## config.mk

```make
export PLATFORM = sky130hd
export DESIGN_NAME = pisca_sequenciador
export DESIGN_NICKNAME = d
export VERILOG_FILES = /design/src/rtl/pisca_sequenciador_pkg.sv /design/src/rtl/pisca_sequenciador_divisor_tick.sv /design/src/rtl/pisca_sequenciador.sv
export SDC_FILE = /design/constraint.sdc
export NUM_CORES = 1
export LEC_CHECK = 0
export CORE_UTILIZATION = 51
export DETAILED_ROUTE_END_ITERATION = 16
export PLACE_DENSITY = 0.85
export REMOVE_ABC_BUFFERS = 1
export SLEW_MARGIN = 20
export SYNTH_ARGS = -nofsm -noshare
export SYNTH_HDL_FRONTEND = slang
export SYNTH_SLANG_ARGS = --single-unit
export TNS_END_PERCENT = 5
```

## constraint.sdc

```tcl
create_clock -name clk_2 -period 2.94 [get_ports clk_2]
set_clock_uncertainty 0.15 [all_clocks]
set_input_delay 0.294 -clock clk_2 [delete_from_list [all_inputs] [get_ports clk_2]]
set_output_delay 0.294 -clock clk_2 [all_outputs]
set_load 0.1 [all_outputs]
```

## src/rtl/pisca_sequenciador_pkg.sv

```systemverilog
// Shared types and pattern constants for the pisca-pisca LED sequencer.
package pisca_pkg;

  typedef enum logic [1:0] {
    CHASE_DIR = 2'd0,
    CHASE_ESQ = 2'd1,
    VAI_VEM   = 2'd2,
    ENCHER    = 2'd3
  } modo_t;

  localparam logic [7:0] INICIO_DIREITA  = 8'h80;
  localparam logic [7:0] INICIO_ESQUERDA = 8'h01;
  localparam logic [7:0] VAZIO           = 8'h00;
  localparam logic [7:0] CHEIO           = 8'hFF;

endpackage

```

## src/rtl/pisca_sequenciador_divisor_tick.sv

```systemverilog
// Prescaler: one-cycle tick every TICK_DIV clk_2 cycles; frozen by parar, cleared on mode entry.
module divisor_tick #(
  parameter int TICK_DIV = 4
) (
  input  logic clk_2,
  input  logic reset,
  input  logic parar,
  input  logic limpar,
  output logic tick
);

  localparam int CW = (TICK_DIV > 1) ? $clog2(TICK_DIV) : 1;
  localparam logic [CW-1:0] ULTIMO = CW'(TICK_DIV - 1);

  logic [CW-1:0] cnt;

  assign tick = !parar && (cnt == ULTIMO);

  // NOTE: sequential state uses non-blocking assignments so every register samples pre-edge values.
  always_ff @(posedge clk_2 or posedge reset) begin
    if (reset) begin
      cnt <= '0;
    end else if (limpar) begin
      cnt <= '0;
    end else if (!parar) begin
      cnt <= tick ? '0 : cnt + 1'b1;
    end
  end

endmodule

```

## src/rtl/pisca_sequenciador.sv

```systemverilog
// Pattern/mode sequencer for the 8-LED pisca-pisca: manual or automatic rotation of four patterns.
module pisca_sequenciador
  import pisca_pkg::*;
#(
  parameter int NBITS_PISCA     = 8,
  parameter int TICK_DIV        = 4,
  parameter int PASSOS_POR_MODO = 16
) (
  input  logic                               clk_2,
  input  logic                               reset,
  input  logic                               parar,
  input  logic                               auto,
  input  logic [1:0]                         modo_sel,
  output logic [NBITS_PISCA-1:0]             led,
  output logic [1:0]                         modo_atual,
  output logic [$clog2(PASSOS_POR_MODO)-1:0] passo,
  output logic                               fim_ciclo
);

  localparam int PW = $clog2(PASSOS_POR_MODO);
  localparam logic [PW-1:0] ULTIMO_PASSO = PW'(PASSOS_POR_MODO - 1);

  modo_t                  modo_q, modo_n;
  logic [NBITS_PISCA-1:0] led_q, led_n;
  logic [PW-1:0]          passo_q, passo_n;
  logic                   esq_q, esq_n;   // bounce direction: 1 = moving left
  logic                   fim_q, fim_n;
  logic                   entrada;
  logic                   tick;
  logic [1:0]             modo_seguinte;

  divisor_tick #(.TICK_DIV(TICK_DIV)) u_divisor (
    .clk_2  (clk_2),
    .reset  (reset),
    .parar  (parar),
    .limpar (entrada),
    .tick   (tick)
  );

  assign modo_seguinte = 2'(modo_q) + 2'd1;

  // NOTE: every always_comb output gets a default first so no latch can be inferred.
  always_comb begin
    modo_n  = modo_q;
    led_n   = led_q;
    passo_n = passo_q;
    esq_n   = esq_q;
    fim_n   = 1'b0;
    entrada = 1'b0;

    if (!auto && (modo_sel != 2'(modo_q))) begin
      modo_n  = modo_t'(modo_sel);
      entrada = 1'b1;
    end else if (tick) begin
      if (auto && (passo_q == ULTIMO_PASSO)) begin
        modo_n  = modo_t'(modo_seguinte);
        entrada = 1'b1;
        fim_n   = (modo_q == ENCHER);
      end else begin
        if (auto || (passo_q != ULTIMO_PASSO)) begin
          passo_n = passo_q + 1'b1;
        end
        unique case (modo_q)
          CHASE_DIR: led_n = (led_q == INICIO_ESQUERDA) ? INICIO_DIREITA : (led_q >> 1);
          CHASE_ESQ: led_n = (led_q == INICIO_DIREITA) ? INICIO_ESQUERDA : (led_q << 1);
          VAI_VEM: begin
            // Reverse on the step after an end value so each end is shown exactly once.
            if (esq_q) begin
              if (led_q == INICIO_DIREITA) begin
                led_n = led_q >> 1;
                esq_n = 1'b0;
              end else begin
                led_n = led_q << 1;
              end
            end else begin
              if (led_q == INICIO_ESQUERDA) begin
                led_n = led_q << 1;
                esq_n = 1'b1;
              end else begin
                led_n = led_q >> 1;
              end
            end
          end
          ENCHER: led_n = (led_q == CHEIO) ? VAZIO : ((led_q << 1) | INICIO_ESQUERDA);
          default: led_n = led_q;
        endcase
      end
    end

    if (entrada) begin
      passo_n = '0;
      esq_n   = 1'b1;
      unique case (modo_n)
        CHASE_DIR: led_n = INICIO_DIREITA;
        CHASE_ESQ: led_n = INICIO_ESQUERDA;
        VAI_VEM:   led_n = INICIO_ESQUERDA;
        ENCHER:    led_n = VAZIO;
        default:   led_n = INICIO_DIREITA;
      endcase
    end
  end

  always_ff @(posedge clk_2 or posedge reset) begin
    if (reset) begin
      modo_q  <= CHASE_DIR;
      led_q   <= INICIO_DIREITA;
      passo_q <= '0;
      esq_q   <= 1'b1;
      fim_q   <= 1'b0;
    end else begin
      modo_q  <= modo_n;
      led_q   <= led_n;
      passo_q <= passo_n;
      esq_q   <= esq_n;
      fim_q   <= fim_n;
    end
  end

  assign led        = led_q;
  assign modo_atual = 2'(modo_q);
  assign passo      = passo_q;
  assign fim_ciclo  = fim_q;

endmodule

```

=== Word-level counts from Yosys, hierarchy flattened ===
Cells that the tools add are included.

* Output and inout bits: 15
* Word-level logic and storage cells: 77
* Bits in registers: 18

* Mux-type cells: 37
* Reduce and logical (&&, ||, !) cells: 15
* Add/subtract/negate cells: 3
* Equality and inequality tests: 16

{| class="wikitable"
|+ Operators by type and width
! operator !! number
|-
| 2-to-1 mux 8 bit || 10
|-
| case mux 8 bit (4 select lines) || 1
|-
| case mux 8 bit (3 select lines) || 1
|-
| 2-to-1 mux 4 bit || 5
|-
| == test 8 bit (second input constant) || 2
|-
| 2-to-1 mux 1 bit || 14
|-
| 2-to-1 mux 2 bit || 6
|-
| == test 2 bit (second input constant) || 5
|-
| == test 8 x 1 -> 1 bit (second input constant) || 1
|-
| AND reduction 4 bit || 2
|-
| nonzero test 2 bit || 3
|-
| adder 2 x 1 -> 2 bit (second input constant) || 2
|-
| adder 4 x 1 -> 4 bit (second input constant) || 1
|-
| == test 2 x 1 -> 1 bit (second input constant) || 2
|-
| == test 4 bit (second input constant) || 1
|-
| zero test 2 bit || 2
|-
| != test 2 bit (second input constant) || 2
|-
| != test 4 bit (second input constant) || 1
|-
| logical AND 1 bit || 3
|-
| AND reduction 3 bit || 1
|-
| zero test 1 bit || 2
|-
| != test 2 x 1 -> 1 bit (second input constant) || 1
|-
| != test 2 bit || 1
|-
| OR reduction 2 bit || 1
|-
| logical OR 1 bit || 1
|}

=== Logic depth before layout (Yosys ltp) ===
* Depth after elaboration: 9
* Mapped depth: 9
* Gate-level depth less buffers: 8

=== Modules after synthesis ===
From an unflattened synthesis, not the netlist that was laid out.

* Cell total of the unflattened synthesis: 127
* Area total of the unflattened synthesis: 1166.1 sq um

{| class="wikitable"
|+ Modules (own cells, without submodules)
! module !! times used !! cells each !! area an instance (sq um)
|-
| pisca_sequenciador || 1 || 117 || 1058.5
|-
| divisor_tick || 1 || 10 || 107.6
|}

=== Worst setup path before layout ===
No wires, ideal clock.

* Path kind: reg2reg
* Start point: register passo_q[1], in the netlist passo[1]
* End point: register led_q[0], in the netlist led[0]
* Period minus slack after synthesis: 2.787 ns
* Arrival: 2.502 ns
* Setup slack: 0.153 ns
* Path buffers: 1
* Stages on the path, launching flop included: 10
* Path through: dfrtp_1 > ha_1 > and3_4 > and3_4 > buf_6 > mux2i_1 > o21a_1 > ha_1 > o21ai_0 > o22ai_1

* Word-level cells in the longest chain between the ends: 9
* Elaborated cells on any way between the ends: 19
* Those cells by class: eq/ne: 6; mux: 8; reduce/logical: 5

{| class="wikitable"
|+ RTL lines
! item !! RTL line !! text
|-
| from (decl) || pisca_sequenciador.sv:25 || <nowiki>logic [PW-1:0] passo_q, passo_n;</nowiki>
|-
| from (signal assigned) || pisca_sequenciador.sv:113 || <nowiki>passo_q <= passo_n;</nowiki>
|-
| == test 4 bit * || pisca_sequenciador.sv:55 || <nowiki>if (auto && (passo_q == ULTIMO_PASSO)) begin</nowiki>
|-
| logical AND 1 bit * || pisca_sequenciador.sv:55 ||
|-
| 2-to-1 mux 2 bit || pisca_sequenciador.sv:55 ||
|-
| 2-to-1 mux 2 bit || pisca_sequenciador.sv:54 || <nowiki>end else if (tick) begin</nowiki>
|-
| 2-to-1 mux 2 bit || pisca_sequenciador.sv:51 || <nowiki>if (!auto && (modo_sel != 2'(modo_q))) begin</nowiki>
|-
| == test 2 bit or == test 2 x 1 -> 1 bit (tied branches) || pisca_sequenciador.sv:93 || <nowiki>unique case (modo_n)</nowiki>
|-
| OR reduction 2 bit (no line) || - ||
|-
| case mux 8 bit (3 select lines) || pisca_sequenciador.sv:93 ||
|-
| 2-to-1 mux 8 bit || pisca_sequenciador.sv:90 || <nowiki>if (entrada) begin</nowiki>
|-
| to (signal assigned) || pisca_sequenciador.sv:112 || <nowiki>led_q <= led_n;</nowiki>
|-
| to (decl) || pisca_sequenciador.sv:24 || <nowiki>logic [NBITS_PISCA-1:0] led_q, led_n;</nowiki>
|}

Mark *: on every way between the ends. The rest lies on a longest branch, timed or not. The select of a mux whose other input is x is not followed.
A chain may end at the register's enable or synchronous reset.

=== Worst setup path after layout ===
* Start point: register passo_q[0], in the netlist passo[0]
* End point: register led_q[0], in the netlist led[0]

Same word-level chain as after synthesis.

==> qor.yml <==
die:
  core_area_sq_um: 2020
  die_w_microns: 49.2
  ios: 21
  fp-row-count: 16
  dieHeight_microns: 49.2
  die-area_sq_um: 2420
  start_util: 0.563
layout:
  drive_gt1_frac: 0.207
  multi_input_area_sq_um: 616
  nFillCells: 174
  seq_area_sq_um: 453
  fin_area_sq_um: 1340
  fin_nets: 154
  area_growth_pct: 17.7
  diodes: 0
  final_util: 0.662
clock_network:
  cts_root_buf: "clkbuf_4"
  cts_tree: "done"
  cts.clk_slew.worst_paths_ns: 0.11
  cts_sinks: 18
  cts_resized: 0
  tritoncts.num_buffers: 3
  htreeDepth: 1
  clk_path_buf_depth: 2
  ctsHoldBuffers: 0
  postCtsSetupBuffers: 0
  clkLatencyLatePin_ns: 0.30
pwr:
  powerDensity_nw_per_um2: 1010
  cellLeakagePower_nw: 0.621
  vdd_ir_drop_max_mv: 0.849
logic_synthesis:
  synth_async_sr_flop_share: 1.00
  synth_seq_cells: 18
  syn_avg_cell_area_sq_um: 9.40
  synth_edf_count: 0
  synth_top_flop_cell: "dfrtp_1"
  synth.area.top_cells: "dfrtp_1 35%, ha_1 7.7%, dfstp_2 4.6%"
  yosysSeqAreaShare: 0.398
  yosys_warnings: 0
  ys_types: 43
  synth_top_cell_by_area: "dfrtp_1"
  synth_top_area_frac: 0.352
  synth_most_common_cell: "dfrtp_1"
  synthCells: 121
  synth_common_cells: "16 x dfrtp_1, 10 x inv_1, 9 x nand2_1"
  synth_area_sq_um: 1140
grt:
  overflow: 0
  grt_max_degree: 19
  grt_pass1_wl_mm: 4.14
  track_usage: 0.223
  antenna_found_initial: 0
  grt_pass1_vias: 920
sta:
  finalSetupViolations: 0
  min_period_ns: 2.27
  period_share: 0.773
  tns_ns: 0
  maxSlewHeadroom: 0.551
  fmax_mhz: 440
  rsz0062_at_grt: "false"
  hold_viol_final: 0
  drv_slew: 0
  worstMarginPinSlew_ns: 0.673
worst_setup_path:
  worstPathArrival_ns: 2.30
  crit_path_start_kind: "flip-flop"
  end_kind: "flip-flop"
  reg2regPathDepth: 6
  path_class: "reg2reg"
  required_ns: 2.96
  regToRegSetupSlack_ns: 0.67
  critical_path.max_fanout: 6
run:
  drv_cap: 0
detailed_routing:
  finalWirelength_mm: 2.50
  routedWlPerCell_microns: 15.0
  drtIter0Drc: 44
  ant_nets: 0
  first_pass_iters: 4
  drc: 0
  vias: 990
  vias_per_cell: 5.93
outcome:
  status: "finished, final reports clean"
placement:
  portBuffers: 20
  placedInstanceArea_sq_um: 1300
  dp.final_hpwl_mm: 1.87
  gp_congestion: 0.924
min_path:
  hold_class: "in2async"
[cell usage in the layout, fill, tap and decap left out, types with 2 or more instances in the layout]
cell             count
o21ai_0              8
a21o_1               2
nand3_1              2
nor2_1               8
nand2_1              9
dfstp_2              2
inv_1               10
and4_1               2
buf_4               15
a211oi_1             2
a21oi_1              5
a22oi_1              5
o22ai_1              4
xnor2_1              3
and3_4               2
mux2i_1              3
clkdlybuf4s50_1      5
ha_1                 7
nor4_1               2
a21oi_2              2
clkbuf_4             3
dfrtp_1             16
[path summary, 6_finish.rpt]
kind | start | endpoint
max | passo[0]$_DFFE_PP0P_ | led[0]$_DFFE_PP0P_
max in group asynchronous | reset | fim_ciclo$_DFF_PP0_
max reg2reg | passo[0]$_DFFE_PP0P_ | led[0]$_DFFE_PP0P_
min reg2reg | led[7]$_DFFE_PP1P_ | led[7]$_DFFE_PP1P_
min in group clk_2 | led[7]$_DFFE_PP1P_ | led[7]$_DFFE_PP1P_
min | reset | u_divisor.cnt[0]$_DFFE_PP0P_
[final cells by class]
cell class	instances	share of cell area
multi-input cells	88	0.460
inverters	10	0.0280
flip-flops and latches	18	0.338
repair buffers	20	0.121
clock buffers	4	0.0271
well taps	27	0.0252
[where the power goes]
| group | internal (mW) | leakage (nW) | switching, mW | total (mW) |
|---|---|---|---|---|
| clock | 0.0756 | 0.0210 | 0.0837 | 0.159 |
| combinational | 0.217 | 0.365 | 0.584 | 0.800 |
| sequential | 0.312 | 0.235 | 0.0767 | 0.388 |
| total | 0.604 | 0.621 | 0.744 | 1.35 |
[stage by stage]
stage | setup WS (ns) | power [mW] | instances | hold slack (ns)
global placement | 0.541 | 1.16 | 163 | 0.362
finish | 0.669 | 1.35 | 167 | 0.223
floorplan | 0.211 | 1.01 | 116 | 0.0811
global route | 0.570 | 1.42 | 167 | 0.312
CTS | 0.686 | 1.35 | 167 | 0.258
detailed placement | 0.521 | 1.19 | 163 | 0.362
[critical path, cell delays in order, from the launching register on]
cell and delay (ns):
dfrtp_1 0.44, ha_1 0.25, and3_4 0.20, and3_4 0.20, or2_0 0.35, nor4_1 0.40, o22ai_1 0.15
[flip-flops by register name (all words and copies together), names as in the netlist]
name / count
led: 8
passo: 4
modo_atual: 2
u_divisor.cnt: 2
esq_q: 1
fim_ciclo: 1
[metal layers]
metal  global-route usage  up-vias  part of all wire
li1                     -      481                 -
met1                0.307      460              0.42
met2                0.347       45              0.50
met3               0.0374        4             0.063
met4               0.0882        0             0.016
met5                    0        -                 0
[logic make-up (layout without fill, tap and decap cells)]
| logic type | count (synthesis) | in the layout | share of synthesized area |
|---|---|---|---|
| AOI/OAI and AO/OA | 39 | 39 | 0.235 |
| xor gates and xnor gates | 4 | 4 | 0.0308 |
| adders and majority gates | 7 | 7 | 0.0770 |
| buffers and inverters | 15 | 34 | 0.0605 |
| DFF | 18 | 18 | 0.398 |
| muxes | 3 | 3 | 0.0264 |
| and+or+nand+nor | 35 | 35 | 0.172 |
Power figures use the tool's default switching activity.
